### config.mk
export PLATFORM = sky130hd
export DESIGN_NAME = cpu_run_ctrl
export DESIGN_NICKNAME = d
export VERILOG_FILES = /design/src/rtl/cpu_ctrl_pkg.sv /design/src/rtl/key_debounce.sv /design/src/rtl/cpu_run_ctrl.sv
export SDC_FILE = /design/constraint.sdc
export NUM_CORES = 1
export LEC_CHECK = 0
export ABC_AREA = 1
export CAP_MARGIN = 20
export CORE_MARGIN = 2
export CORE_UTILIZATION = 55
export CTS_CLUSTER_SIZE = 20
export DETAILED_ROUTE_END_ITERATION = 16
export PLACE_DENSITY_LB_ADDON = 0.2
export REMOVE_ABC_BUFFERS = 1
export SLEW_MARGIN = 30
export SYNTH_ARGS = -nofsm -noshare
export SYNTH_HDL_FRONTEND = slang
export SYNTH_SLANG_ARGS = --single-unit
export TNS_END_PERCENT = 100
### constraint.sdc
create_clock -name clk -period 3.1 [get_ports clk]
set_input_delay 0.93 -clock clk [delete_from_list [all_inputs] [get_ports clk]]
set_output_delay 0.93 -clock clk [all_outputs]
set_load 0.05 [all_outputs]
### src/rtl/cpu_ctrl_pkg.sv
// Shared encodings for the CPU run/step controller: FSM states, mode switch values and key indices.
package cpu_ctrl_pkg;

    typedef enum logic [1:0] {
        ST_RST    = 2'd0,
        ST_IDLE   = 2'd1,
        ST_RUN    = 2'd2,
        ST_HALTED = 2'd3
    } run_state_e;

    typedef enum logic [1:0] {
        MODE_HALT = 2'd0,
        MODE_STEP = 2'd1,
        MODE_SLOW = 2'd2,
        MODE_FULL = 2'd3
    } mode_e;

    localparam int NUM_KEYS   = 3;
    localparam int KEY_STEP   = 0;
    localparam int KEY_SRST   = 1;
    localparam int KEY_RESUME = 2;

endpackage

### src/rtl/key_debounce.sv
// One push-button channel: 2-FF synchroniser, stable-level debouncer and a one-cycle press pulse.
module key_debounce #(
    parameter int DEBOUNCE_CYCLES = 500000
) (
    input  logic clk_i,
    input  logic reset_i,
    input  logic key_n_i,
    output logic press_o
);
    localparam int CNT_W = (DEBOUNCE_CYCLES > 1) ? $clog2(DEBOUNCE_CYCLES) : 1;
    localparam logic [CNT_W-1:0] CNT_LAST = CNT_W'(DEBOUNCE_CYCLES - 1);

    logic [1:0]       sync_q;
    logic             sample;
    logic             level_q;
    logic             armed_q;
    logic             press_q;
    logic [CNT_W-1:0] cnt_q;

    // Synchroniser keeps sampling through reset so a key held across reset is seen at once.
    always_ff @(posedge clk_i) begin
        sync_q <= {sync_q[0], ~key_n_i};
    end

    assign sample = sync_q[1];

    always_ff @(posedge clk_i) begin
        if (reset_i) begin
            level_q <= 1'b0;
            armed_q <= 1'b0;
            press_q <= 1'b0;
            cnt_q   <= '0;
        end else begin
            press_q <= 1'b0;
            if (!sample) begin
                armed_q <= 1'b1;
            end
            if (sample == level_q) begin
                cnt_q <= '0;
            end else if (cnt_q == CNT_LAST) begin
                level_q <= sample;
                cnt_q   <= '0;
                // Only a key seen released since reset may produce a press event.
                press_q <= sample & armed_q;
            end else begin
                cnt_q <= cnt_q + CNT_W'(1);
            end
        end
    end

    assign press_o = press_q;

endmodule

### src/rtl/cpu_run_ctrl.sv
// Run/step controller for cpu_16bit: debounced keys, halt/step/slow/full run sequencing,
// stretched soft reset and a saturating executed-instruction counter.
module cpu_run_ctrl
    import cpu_ctrl_pkg::*;
#(
    parameter int DEBOUNCE_CYCLES = 500000,
    parameter int RUN_DIV         = 25000000,
    parameter int RST_HOLD        = 16
) (
    input  logic        clk,
    input  logic        reset,
    input  logic [2:0]  key_n,
    input  logic [1:0]  mode_sw,
    input  logic        halt_req,
    output logic        cpu_en,
    output logic        cpu_rst,
    output logic [1:0]  run_state,
    output logic [15:0] instr_cnt
);
    localparam int DIV_W  = (RUN_DIV > 1) ? $clog2(RUN_DIV) : 1;
    localparam int HOLD_W = (RST_HOLD > 1) ? $clog2(RST_HOLD) : 1;
    localparam logic [DIV_W-1:0]  DIV_LAST  = DIV_W'(RUN_DIV - 1);
    localparam logic [HOLD_W-1:0] HOLD_LAST = HOLD_W'(RST_HOLD - 1);

    function automatic logic [15:0] sat_inc16(input logic [15:0] v);
        return (v == 16'hFFFF) ? v : v + 16'd1;
    endfunction

    logic [NUM_KEYS-1:0] press;
    logic [1:0]          mode_s1_q;
    logic [1:0]          mode_s2_q;
    mode_e               mode;
    run_state_e          state_q;
    logic [HOLD_W-1:0]   hold_q;
    logic [DIV_W-1:0]    div_q;
    logic                en_q;
    logic                rst_q;
    logic [15:0]         cnt_q;
    logic [15:0]         cnt_d;
    logic                halt_hit;

    for (genvar g = 0; g < NUM_KEYS; g++) begin : g_key
        key_debounce #(
            .DEBOUNCE_CYCLES(DEBOUNCE_CYCLES)
        ) u_db (
            .clk_i  (clk),
            .reset_i(reset),
            .key_n_i(key_n[g]),
            .press_o(press[g])
        );
    end

    always_ff @(posedge clk) begin
        mode_s1_q <= mode_sw;
        mode_s2_q <= mode_s1_q;
    end

    assign mode     = mode_e'(mode_s2_q);
    assign cnt_d    = sat_inc16(cnt_q);
    assign halt_hit = en_q & halt_req;

    always_ff @(posedge clk) begin
        if (reset) begin
            state_q <= ST_RST;
            hold_q  <= '0;
            div_q   <= '0;
            en_q    <= 1'b0;
            rst_q   <= 1'b1;
            cnt_q   <= '0;
        end else begin
            en_q <= 1'b0;
            // Soft reset outranks every other request, including a pending halt.
            if (press[KEY_SRST]) begin
                state_q <= ST_RST;
                hold_q  <= '0;
                div_q   <= '0;
                rst_q   <= 1'b1;
            end else begin
                case (state_q)
                    ST_RST: begin
                        if (hold_q == HOLD_LAST) begin
                            state_q <= ST_IDLE;
                            rst_q   <= 1'b0;
                            cnt_q   <= '0;
                        end else begin
                            hold_q <= hold_q + HOLD_W'(1);
                        end
                    end
                    ST_IDLE: begin
                        if (halt_hit) begin
                            state_q <= ST_HALTED;
                        end else if (mode == MODE_SLOW || mode == MODE_FULL) begin
                            state_q <= ST_RUN;
                            div_q   <= '0;
                        end else if (mode == MODE_STEP && press[KEY_STEP]) begin
                            en_q  <= 1'b1;
                            cnt_q <= cnt_d;
                        end
                    end
                    ST_RUN: begin
                        if (halt_hit) begin
                            state_q <= ST_HALTED;
                            div_q   <= '0;
                        end else if (mode == MODE_FULL) begin
                            en_q  <= 1'b1;
                            cnt_q <= cnt_d;
                            div_q <= '0;
                        end else if (mode == MODE_SLOW) begin
                            if (div_q == DIV_LAST) begin
                                en_q  <= 1'b1;
                                cnt_q <= cnt_d;
                                div_q <= '0;
                            end else begin
                                div_q <= div_q + DIV_W'(1);
                            end
                        end else begin
                            state_q <= ST_IDLE;
                            div_q   <= '0;
                        end
                    end
                    ST_HALTED: begin
                        if (press[KEY_RESUME]) begin
                            state_q <= ST_IDLE;
                        end
                    end
                    default: state_q <= ST_RST;
                endcase
            end
        end
    end

    assign cpu_en    = en_q;
    assign cpu_rst   = rst_q;
    assign run_state = state_q;
    assign instr_cnt = cnt_q;

endmodule

==> run_results.csv, run 1 <==
group,metric,value,unit
logic_synthesis,syn_inst,891,
clocking,clkLatencyLatePin,0.52,ns
die,dieArea,12100,um2
logic_synthesis,synth_top_area_cell,"dfxtp_1",
setup_path,crit_chain,"clkdlybuf4s50_1",
global_routing,grt_pass1_wl,22000,um
final_layout,seq_area,2500,um2
placement,gp_congestion,0.874,
global_routing,antenna_found_initial,0,
die,die_y,110,um
clocking,cts_made_buffers,17,
die,die_x,110,um
timing,fin_crit_sh,89.0,%
worst_hold_path,holdCritStartpoint,"mode_s1_q[1]",
route,drcViolationCount,0,
setup_path,cp_num_buf_inv,1,
logic_synthesis,syn-cell-area,6190,um2
route,ant_nets,0,
die,ios,28,
logic_synthesis,ys_top_cells_by_area,"dfxtp_1, nor2_1, nand2_1",
logic_synthesis,syn_area_per_cell,6.95,um2
timing,setup_viol,0,
worst_hold_path,hold_path.class,"flop to flop",
setup_path,crit_fanout,7,
route,wl_per_cell,11.8,um
placement,io_buffer_count,27,
timing,clock.fmax,362,MHz
timing,clock_skew,0.00401,ns
global_routing,grtUsageTotal,22.9,%
global_routing,grt_overflow_total,0,
final_layout,final_nets,951,
clocking,clock_tree.buffer_depth,2,
final_layout,final_cell_mix,"nor2_1, nand2_1, dfxtp_1",
final_layout,drive_gt1_share,8.68,%
clocking,cts_root_buffer,"clkbuf_8",
timing,worstMarginPinSlew,0.572,ns
clocking,postCtsResizedCells,0,
setup_path,startpoint,"instr_cnt[2]",
logic_synthesis,yosysTopAreaCellShare,40.4,%
die,core_region_area,10900,um2
final_layout,final_common_cell,"nor2_1",
setup_path,cpPeakStageDelay,0.86,ns
setup_path,slowest_stage,"clkdlybuf4s50_1",
logic_synthesis,yosysSeqAreaShare,40.4,%
route,drtIter0Drc,343,
die,rows,38,
clocking,cts_num_sinks,125,
setup_path,cp_data_required_time,2.17,ns
final_layout,multi_input_area,3170,um2
timing,grt_setup_unrepaired,"no",
global_routing,grt_pass1_vias,5080,
setup_path,worstSetupEndpointType,"primary output",
power,peakVddDrop,0.538,mV
timing,hold_viol,0,
outcome,status,"completed",
route,post_drt_via_cell_ratio,5.06,
final_layout,fillCellCount,964,
setup_path,r2r-start,"run_state[0]",
clocking,post_cts_buffers,0,
power,power_leakage,2.78,nW
final_layout,synthToLayoutAreaGrowth,17.2,%
clocking,h-tree-depth,4,
route,dr_total_vias,5491,
timing,period_needed,2.76,ns
setup_path,ff2ff_setup_slack,0.97,ns
route,drt-total-wl,12800,um
setup_path,cp.arrival,1.83,ns
timing,whs,0.329,ns
clocking,cts_hold_buf,0,
logic_synthesis,yosys.cell_types.count,40,
setup_path,crit_family,"buffers and inverters",
power,powerDensity,763,nW/um2
clocking,cts_tree,"built",
setup_path,path_class,"flop to primary output",
setup_path,cp-start-kind,"flop",
clocking,clk_pin_slew_worst_paths,0.06,ns
final_layout,diodes,0,
route,dr.pass1.iters,5,
timing,setup_tns,0,ns
global_routing,grt_max_degree,18,
logic_synthesis,ys_ff_latch,125,
logic_synthesis,ys_warn_count,0,
placement,hpwl,8970,um
timing,maxSlewHeadroom,61.8,%
timing,drv_slew,0,
die,initial_core_util,56.9,%
flow_run,cap_violations,0,
## layer usage
metal	share of wire, %	GRT usage, %
met1	47	28.1
met2	47	38.5
met3	3.7	6.00
met4	1.9	8.66
met5	0	0
## cell type report
| type | count | area share [%] |
|---|---|---|
| repair buffers | 36 | 4.66 |
| clock inverters | 13 | 2.59 |
| clock buffers | 19 | 5.95 |
| flip-flops and latches | 125 | 34.5 |
| inverters | 120 | 6.24 |
| well taps | 140 | 2.42 |
| multi-input cells | 632 | 43.6 |
## stage by stage
step	total power, mW	setup slack, ns	cell area, um2	std cells	util [%]
detailed placement	3.50	0.319	6630	1053	60.9
global route	5.85	0.259	7250	1085	66.6
CTS	5.58	0.292	7250	1085	66.6
global placement	3.49	0.321	6630	1053	60.9
floorplan	3.01	0.597	6120	877	-
finish	5.53	0.340	7250	1085	66.6
## Yosys cell counts (all sizes together)
library cell / number
xnor2: 10
ha: 11
nor3: 32
a21oi: 32
clkinv: 1
mux2i: 1
and3b: 1
nand3: 75
o21ai: 20
nand4: 25
inv: 119
buf: 9
or2: 7
nand3b: 5
o21a: 2
clkbuf: 5
o21bai: 9
nor3b: 4
nor4: 5
o211ai: 1
dfxtp: 125
and2: 1
a31oi: 3
nor2: 186
xor2: 27
nand2: 175
## flip-flops by register name (all words and copies together), names as in the netlist
register            cells
g_key.u_db.cnt_q       57
div_q                  25
instr_cnt              16
g_key.u_db.sync_q       6
hold_q                  4
g_key.u_db.armed_q      3
g_key.u_db.level_q      3
g_key.u_db.press_o      3
mode                    2
mode_s1_q               2
run_state               2
cpu_en                  1
cpu_rst                 1
## logic make-up (layout without fill, tap and decap cells)
kind of cell,count (synthesis),in the layout,synth area share [%]
adder cells (fa/ha/maj),11,11,2.22
AND/OR/NAND/NOR,516,516,37.6
flip-flops,125,125,40.4
buffers and inverters,134,188,8.45
XOR/XNOR,37,37,5.23
AO/OA/AOI/OAI,67,67,5.96
multiplexers,1,1,0.162
## worst paths after layout
kind | to | depth (start not counted)
setup / recovery | instr_cnt[2] | 1
setup reg to reg | instr_cnt[7] | 10
hold / removal | mode[1] | 0
hold reg to reg | mode[1] | 0
## where the power goes
| group | total [mW] | internal [mW] | switching [mW] |
|---|---|---|---|
| Clock | 2.05 | 1.33 | 0.724 |
| Sequential | 1.89 | 1.74 | 0.158 |
| Combinational | 1.59 | 0.508 | 1.08 |
| Total | 5.53 | 3.57 | 1.96 |
(Power assumes the default switching activity.)
==> run 2, diff against run 1 <==
--- a/config.mk
+++ b/config.mk
@@ -11,6 +11,7 @@
 export CORE_UTILIZATION = 55
 export CTS_CLUSTER_SIZE = 20
 export DETAILED_ROUTE_END_ITERATION = 16
+export HOLD_SLACK_MARGIN = 0.06
 export PLACE_DENSITY_LB_ADDON = 0.2
 export REMOVE_ABC_BUFFERS = 1
 export SLEW_MARGIN = 30
==> results of run 2 <==
Same layout as run 1: the final DEF is identical, and so are final timing and power.
